**config.mk**
```make
export PLATFORM = sky130hd
export DESIGN_NAME = inst_fetcher
export DESIGN_NICKNAME = d
export VERILOG_FILES = /design/src/rtl/inst_fetcher.sv
export SDC_FILE = /design/constraint.sdc
export NUM_CORES = 1
export LEC_CHECK = 0
export CORE_MARGIN = 2
export CORE_UTILIZATION = 55
export CTS_CLUSTER_DIAMETER = 30
export DETAILED_ROUTE_END_ITERATION = 7
export GPL_ROUTABILITY_DRIVEN = 0
export HOLD_SLACK_MARGIN = 0.12
export PLACE_DENSITY = 0.73
export RECOVER_POWER = 50
export SETUP_SLACK_MARGIN = 0.2
export SLEW_MARGIN = 20
export SYNTH_ARGS = -nofsm -noshare
export SYNTH_HDL_FRONTEND = slang
export SYNTH_SLANG_ARGS = --single-unit
```
**constraint.sdc**
```tcl
create_clock -name clk -period 9.7 [get_ports clk]
set_input_delay 1.455 -clock clk [delete_from_list [all_inputs] [get_ports clk]]
set_output_delay 1.455 -clock clk [all_outputs]
set_load 0.005 [all_outputs]
```
**src/rtl/inst_fetcher.sv**
```systemverilog
// Instruction fetch unit: direct-mapped one-word I-cache, 2-bit BHT prediction for
// JAL/BRANCH, single outstanding miss to the memory controller.
module inst_fetcher #(
  parameter int ICACHE_ENTRIES = 16,
  parameter int BHT_ENTRIES    = 16
) (
  input  logic        clk,
  input  logic        rst,
  input  logic        rdy,
  output logic        out_mem_req,
  output logic [31:0] out_mem_addr,
  input  logic        in_mem_valid,
  input  logic [31:0] in_mem_inst,
  output logic        out_dcd_valid,
  output logic [31:0] out_dcd_inst,
  output logic [31:0] out_dcd_pc,
  output logic        out_dcd_jump_flag,
  input  logic        in_stall,
  input  logic        in_rob_flush,
  input  logic [31:0] in_rob_target_pc,
  input  logic        in_rob_br_commit,
  input  logic [31:0] in_rob_br_pc,
  input  logic        in_rob_br_taken
);

  localparam int CIW  = $clog2(ICACHE_ENTRIES);
  localparam int BIW  = $clog2(BHT_ENTRIES);
  localparam int TAGW = 32 - CIW - 2;

  localparam logic [6:0] OP_JAL    = 7'b1101111;
  localparam logic [6:0] OP_BRANCH = 7'b1100011;

  typedef enum logic {IDLE = 1'b0, MEM_WAIT = 1'b1} state_t;

  state_t      state_q, state_d;
  logic [31:0] pc_q, pc_d;
  logic        req_q, req_d;
  logic [31:0] addr_q, addr_d;
  logic        vld_q, vld_d;
  logic [31:0] inst_q, inst_d;
  logic [31:0] dpc_q, dpc_d;
  logic        jf_q, jf_d;

  logic [ICACHE_ENTRIES-1:0] line_vld_q;
  logic [TAGW-1:0]           line_tag_q  [ICACHE_ENTRIES];
  logic [31:0]               line_word_q [ICACHE_ENTRIES];
  logic [1:0]                bht_q       [BHT_ENTRIES];

  logic [CIW-1:0]     pc_idx, fill_idx;
  logic [BIW-1:0]     pc_bidx, br_bidx;
  logic               hit, fill, pred_taken, take_jump;
  logic [31:0]        word, next_pc;
  logic signed [31:0] j_imm, b_imm;
  logic               unused_bits;

  function automatic logic [1:0] bht_sat_step(input logic [1:0] c, input logic taken);
    if (taken) return (c == 2'b11) ? 2'b11 : c + 2'b01;
    else       return (c == 2'b00) ? 2'b00 : c - 2'b01;
  endfunction

  assign pc_idx     = pc_q[CIW+1:2];
  assign fill_idx   = addr_q[CIW+1:2];
  assign pc_bidx    = pc_q[BIW+1:2];
  assign br_bidx    = in_rob_br_pc[BIW+1:2];
  assign word       = line_word_q[pc_idx];
  assign hit        = line_vld_q[pc_idx] && (line_tag_q[pc_idx] == pc_q[31:CIW+2]);
  assign fill       = (state_q == MEM_WAIT) && in_mem_valid;
  // The BHT read sees the registered counter, so a same-cycle commit only affects later fetches.
  assign pred_taken = bht_q[pc_bidx][1];
  assign unused_bits = ^{in_rob_br_pc[31:BIW+2], in_rob_br_pc[1:0], addr_q[1:0]};

  always_comb begin
    j_imm     = {{12{word[31]}}, word[19:12], word[20], word[30:21], 1'b0};
    b_imm     = {{20{word[31]}}, word[7], word[30:25], word[11:8], 1'b0};
    take_jump = 1'b0;
    next_pc   = pc_q + 32'd4;
    if (word[6:0] == OP_JAL) begin
      take_jump = 1'b1;
      next_pc   = pc_q + $unsigned(j_imm);
    end else if (word[6:0] == OP_BRANCH && pred_taken) begin
      take_jump = 1'b1;
      next_pc   = pc_q + $unsigned(b_imm);
    end
  end

  always_ff @(posedge clk) begin
    if (rst) state_q <= IDLE;
    else     state_q <= state_d;
  end

  // A returning fill always completes, even under flush or rdy=0.
  always_comb begin
    state_d = state_q;
    if (fill)
      state_d = IDLE;
    else if (rdy && !in_rob_flush && state_q == IDLE && !hit)
      state_d = MEM_WAIT;
  end

  always_comb begin
    pc_d   = pc_q;
    req_d  = req_q;
    addr_d = addr_q;
    vld_d  = 1'b0;
    inst_d = 32'd0;
    dpc_d  = 32'd0;
    jf_d   = 1'b0;
    if (fill) req_d = 1'b0;
    if (rdy) begin
      if (in_rob_flush) begin
        pc_d = in_rob_target_pc;
      end else if (state_q == IDLE) begin
        if (!hit) begin
          req_d  = 1'b1;
          addr_d = {pc_q[31:2], 2'b00};
        end else if (!in_stall) begin
          vld_d  = 1'b1;
          inst_d = word;
          dpc_d  = pc_q;
          jf_d   = take_jump;
          pc_d   = next_pc;
        end
      end
    end
  end

  always_ff @(posedge clk) begin
    if (rst) begin
      pc_q   <= 32'd0;
      req_q  <= 1'b0;
      addr_q <= 32'd0;
      vld_q  <= 1'b0;
      inst_q <= 32'd0;
      dpc_q  <= 32'd0;
      jf_q   <= 1'b0;
    end else begin
      pc_q   <= pc_d;
      req_q  <= req_d;
      addr_q <= addr_d;
      vld_q  <= vld_d;
      inst_q <= inst_d;
      dpc_q  <= dpc_d;
      jf_q   <= jf_d;
    end
  end

  always_ff @(posedge clk) begin
    if (rst)       line_vld_q <= '0;
    else if (fill) line_vld_q[fill_idx] <= 1'b1;
  end

  always_ff @(posedge clk) begin
    if (fill) begin
      line_tag_q[fill_idx]  <= addr_q[31:CIW+2];
      line_word_q[fill_idx] <= in_mem_inst;
    end
  end

  always_ff @(posedge clk) begin
    if (rst) begin
      for (int i = 0; i < BHT_ENTRIES; i++) bht_q[i] <= 2'b01;
    end else if (rdy && in_rob_br_commit) begin
      bht_q[br_bidx] <= bht_sat_step(bht_q[br_bidx], in_rob_br_taken);
    end
  end

  assign out_mem_req       = req_q;
  assign out_mem_addr      = addr_q;
  assign out_dcd_valid     = vld_q;
  assign out_dcd_inst      = inst_q;
  assign out_dcd_pc        = dpc_q;
  assign out_dcd_jump_flag = jf_q;

endmodule

```
==> impl_metrics.toml <==
[drt]
first_pass_iters = 6
routedWlPerCell_microns = 29.6
routed_wl_mm = 126
drt_iter0_markers = 3843
route.detailed.drc = 0
ant_nets = 0
via_per_inst = 6.59
num_vias = 28105

[global_routing]
grt_util_all_layers_pct = 29.4
grt_pass1_vias = 28129
grt_overflow_total = 0
antenna_found_initial = 7
grt_max_degree = 147
grt_first_pass_wirelength_mm = 185

[cts]
ctsHoldBuffers = 0
clk_pin_slew_ps = 50
clk_latency_ps = 760
cts.sinks = 1110
root_buffer = "clkbuf_16"
cts_max_level = 4
ctsResizeCount = 0
cts_setup_buffers = 0
cts_tree = "built"
clockBufferDepth = 3
cts_buffers = 164

[synth]
ys.flop_type = "edfxtp_1"
yosysSeqAreaShare_pct = 68.4
ys_ff_latch = 1110
synth_cell_types = 95
avgSynthCellArea_sq_um = 16.8
yosysWarnings = 0
synth_area_sq_um = 46600
async_reset_ff_share_pct = 0
synth_edf_count = 960
syn_inst = 2772

[floorplan]
fp-row-count = 106
die_y_microns = 295
design.core.area_sq_um = 83700
start_util_pct = 55.6
design.die.area_sq_um = 87000
num_io_pins = 203
die_x_microns = 295

[critical_path]
critPathSlowestCell = "nand2_1"
cp_top_family = "simple AND/OR/NAND/NOR gates"
path_cells = "buf_4 -> buf_4 -> mux4_2 -> mux2i_1 -> mux2i_1 -> xor2_1 -> nor4_1 -> nand4_1 -> nor4_4 -> buf_4 -> nand2_1 -> nor2_1"
max_stage_delay_ps = 910
worstSetupPathType = "flop to flop"
required_ps = 10340
worst_path_most_repeated_cell = "buf_4"
critPathArrivalTime_ps = 6840
endpoint_kind = "flop"
start_kind = "flop"
cp_num_buf_inv = 3
cp_max_fo = 70

[power]
power_mw = 12.1
irDropWorstVdd_v = 0.000137
p_leak_nw = 17.5
p_per_area_nw_per_um2 = 220

[final_layout]
num-nets-final = 3138
fill_cells = 5395
multi_input_area_sq_um = 13700
regArea_sq_um = 31800
area_growth_pct = 18.4
drive_gt1_share_pct = 20.6

[timing]
finalSetupViolations = 0
rsz0062_at_grt = "false"
fin_setup_tns_ps = 0
fmax_mhz = 161
finalMaxSlewViolations = 106
clock_skew_ps = 35.7
min_period_ps = 6200
maxSlewHeadroom_pct = -61.6
min_period_over_period_pct = 63.9
hold_viol = 0
tightest_slew_ps = 2420

[job]
cap_violations = 8

[run_status]
status = "finished with violations"
violations = "capacitance limit, slew limit"

[place]
portBuffers = 172
dp_hpwl_mm = 71.2

[min_path]
holdCritPathClass = "flop to flop"
[flip-flops by register name (all words and copies together) (netlist names), 16 cells and up, named ones only]
| register | flops |
|---|---|
| line_tag_q | 416 |
| out_mem_addr | 30 |
| line_word_q | 512 |
| line_vld_q | 16 |
| pc_q | 32 |
| bht_q | 32 |
| out_dcd_pc | 32 |
| out_dcd_inst | 32 |
[area by class of cell]
| class | count | share of cell area, % |
|---|---|---|
| multi-input combinational | 1448 | 24.9 |
| sequential | 1110 | 57.8 |
| inverter | 36 | 0.247 |
| timing repair buffer | 228 | 3.91 |
| clock inverter | 111 | 2.50 |
| tap | 1134 | 2.57 |
| clock buffer | 198 | 8.03 |
| antenna | 2 | 0.00908 |
[metal layers]
metal  vias to the layer above  GRT usage [%]  wire length, microns
met5                         -              0                    13
met4                         2           11.3                  4600
met3                       329           8.11                 14200
met2                      1747           46.2                 59900
met1                     14417           39.4                 47700
li1                      11610              -                     -
[cells in the final DEF, fill, tap and decap left out, drive strengths merged, types with 14 or more instances in the layout]
cell type	netlist	layout
and3	62	62
o31ai	18	18
nand2b	21	21
a221oi	14	14
buf	87	54
inv	34	58
bufinv	0	21
a21oi	104	104
a21o	23	23
o21a	16	16
xor2	31	31
nor3	36	36
edfxtp	960	960
and2	14	14
dlygate4sd3	0	34
nor2	127	127
clkdlybuf4s50	0	136
o22ai	22	22
nand2	132	132
xnor2	55	55
clkinv	2	56
dfxtp	150	150
mux2	15	15
ha	44	44
mux4	261	261
o211ai	17	17
o21ai	94	94
a211oi	14	14
mux2i	71	71
clkbuf	92	202
nand3	65	65
nor2b	15	15
[tightest hold or removal path, stage by stage (launching register included)]
cell	delay, ps
dfxtp_1	320
nor2_1	40
nor2_1	70
[stage by stage]
stage | hold slack (ps) | util, % | cell area, sq um | instances | worst slack (ps)
floorplan | 432 | - | 46600 | 2773 | 3260
global placement | 443 | 59.0 | 49400 | 3956 | 3620
detailed placement | 454 | 59.0 | 49400 | 3956 | 3490
CTS | 466 | 66.0 | 55200 | 4265 | 3450
global route | 481 | 65.8 | 55100 | 4266 | 3090
finish | 464 | 65.8 | 55100 | 4267 | 3500
[final timing paths]
kind / slack, ps / depth (start not counted) / endpoint / startpoint
worst max-delay path: 3500 / 12 / out_dcd_pc[18] / flop
worst min register to register: 460 / 2 / line_vld_q[12] / line_vld_q[12]
worst min-delay path: 460 / 2 / line_vld_q[12] / line_vld_q[12]
worst max register to register: 3500 / 12 / out_dcd_pc[18] / flop
[Yosys cell counts (15+ instances only)]
library cell,n,area [sq um]
nor2b_1,15,93.8
o21ai_0,88,440
nor3_1,36,180
xor2_1,31,272
mux2i_1,71,711
nand3_1,65,325
buf_2,30,150
o31ai_1,18,135
xnor2_1,55,482
a21oi_1,104,521
nand2b_1,21,131
o211ai_1,16,120
mux4_2,261,5880
a21o_1,23,173
o22ai_1,22,138
nor2_1,124,465
edfxtp_1,960,28800
clkbuf_1,92,345
buf_1,26,97.6
inv_1,33,124
ha_1,44,551
nand2_1,131,492
dfxtp_1,150,3000
o21a_1,16,120
and3_1,62,388
[power breakdown]
group	internal [mW]	switching, mW
clock	3.87	2.23
combinational	0.326	0.474
sequential	5.19	0.0598
total	9.38	2.76
[kinds of logic after synthesis]
kind of cell,count (synthesis),synth area share (%)
buffers and inverters,215,2.24
other,1,0.00805
XOR/XNOR,86,1.62
AO/OA/AOI/OAI,437,6.33
multiplexers,347,14.5
adder cells (fa/ha/maj),48,1.31
flip-flops,1110,68.4
AND/OR/NAND/NOR,528,5.61
No activity file was read; power rests on OpenSTA's default activity.
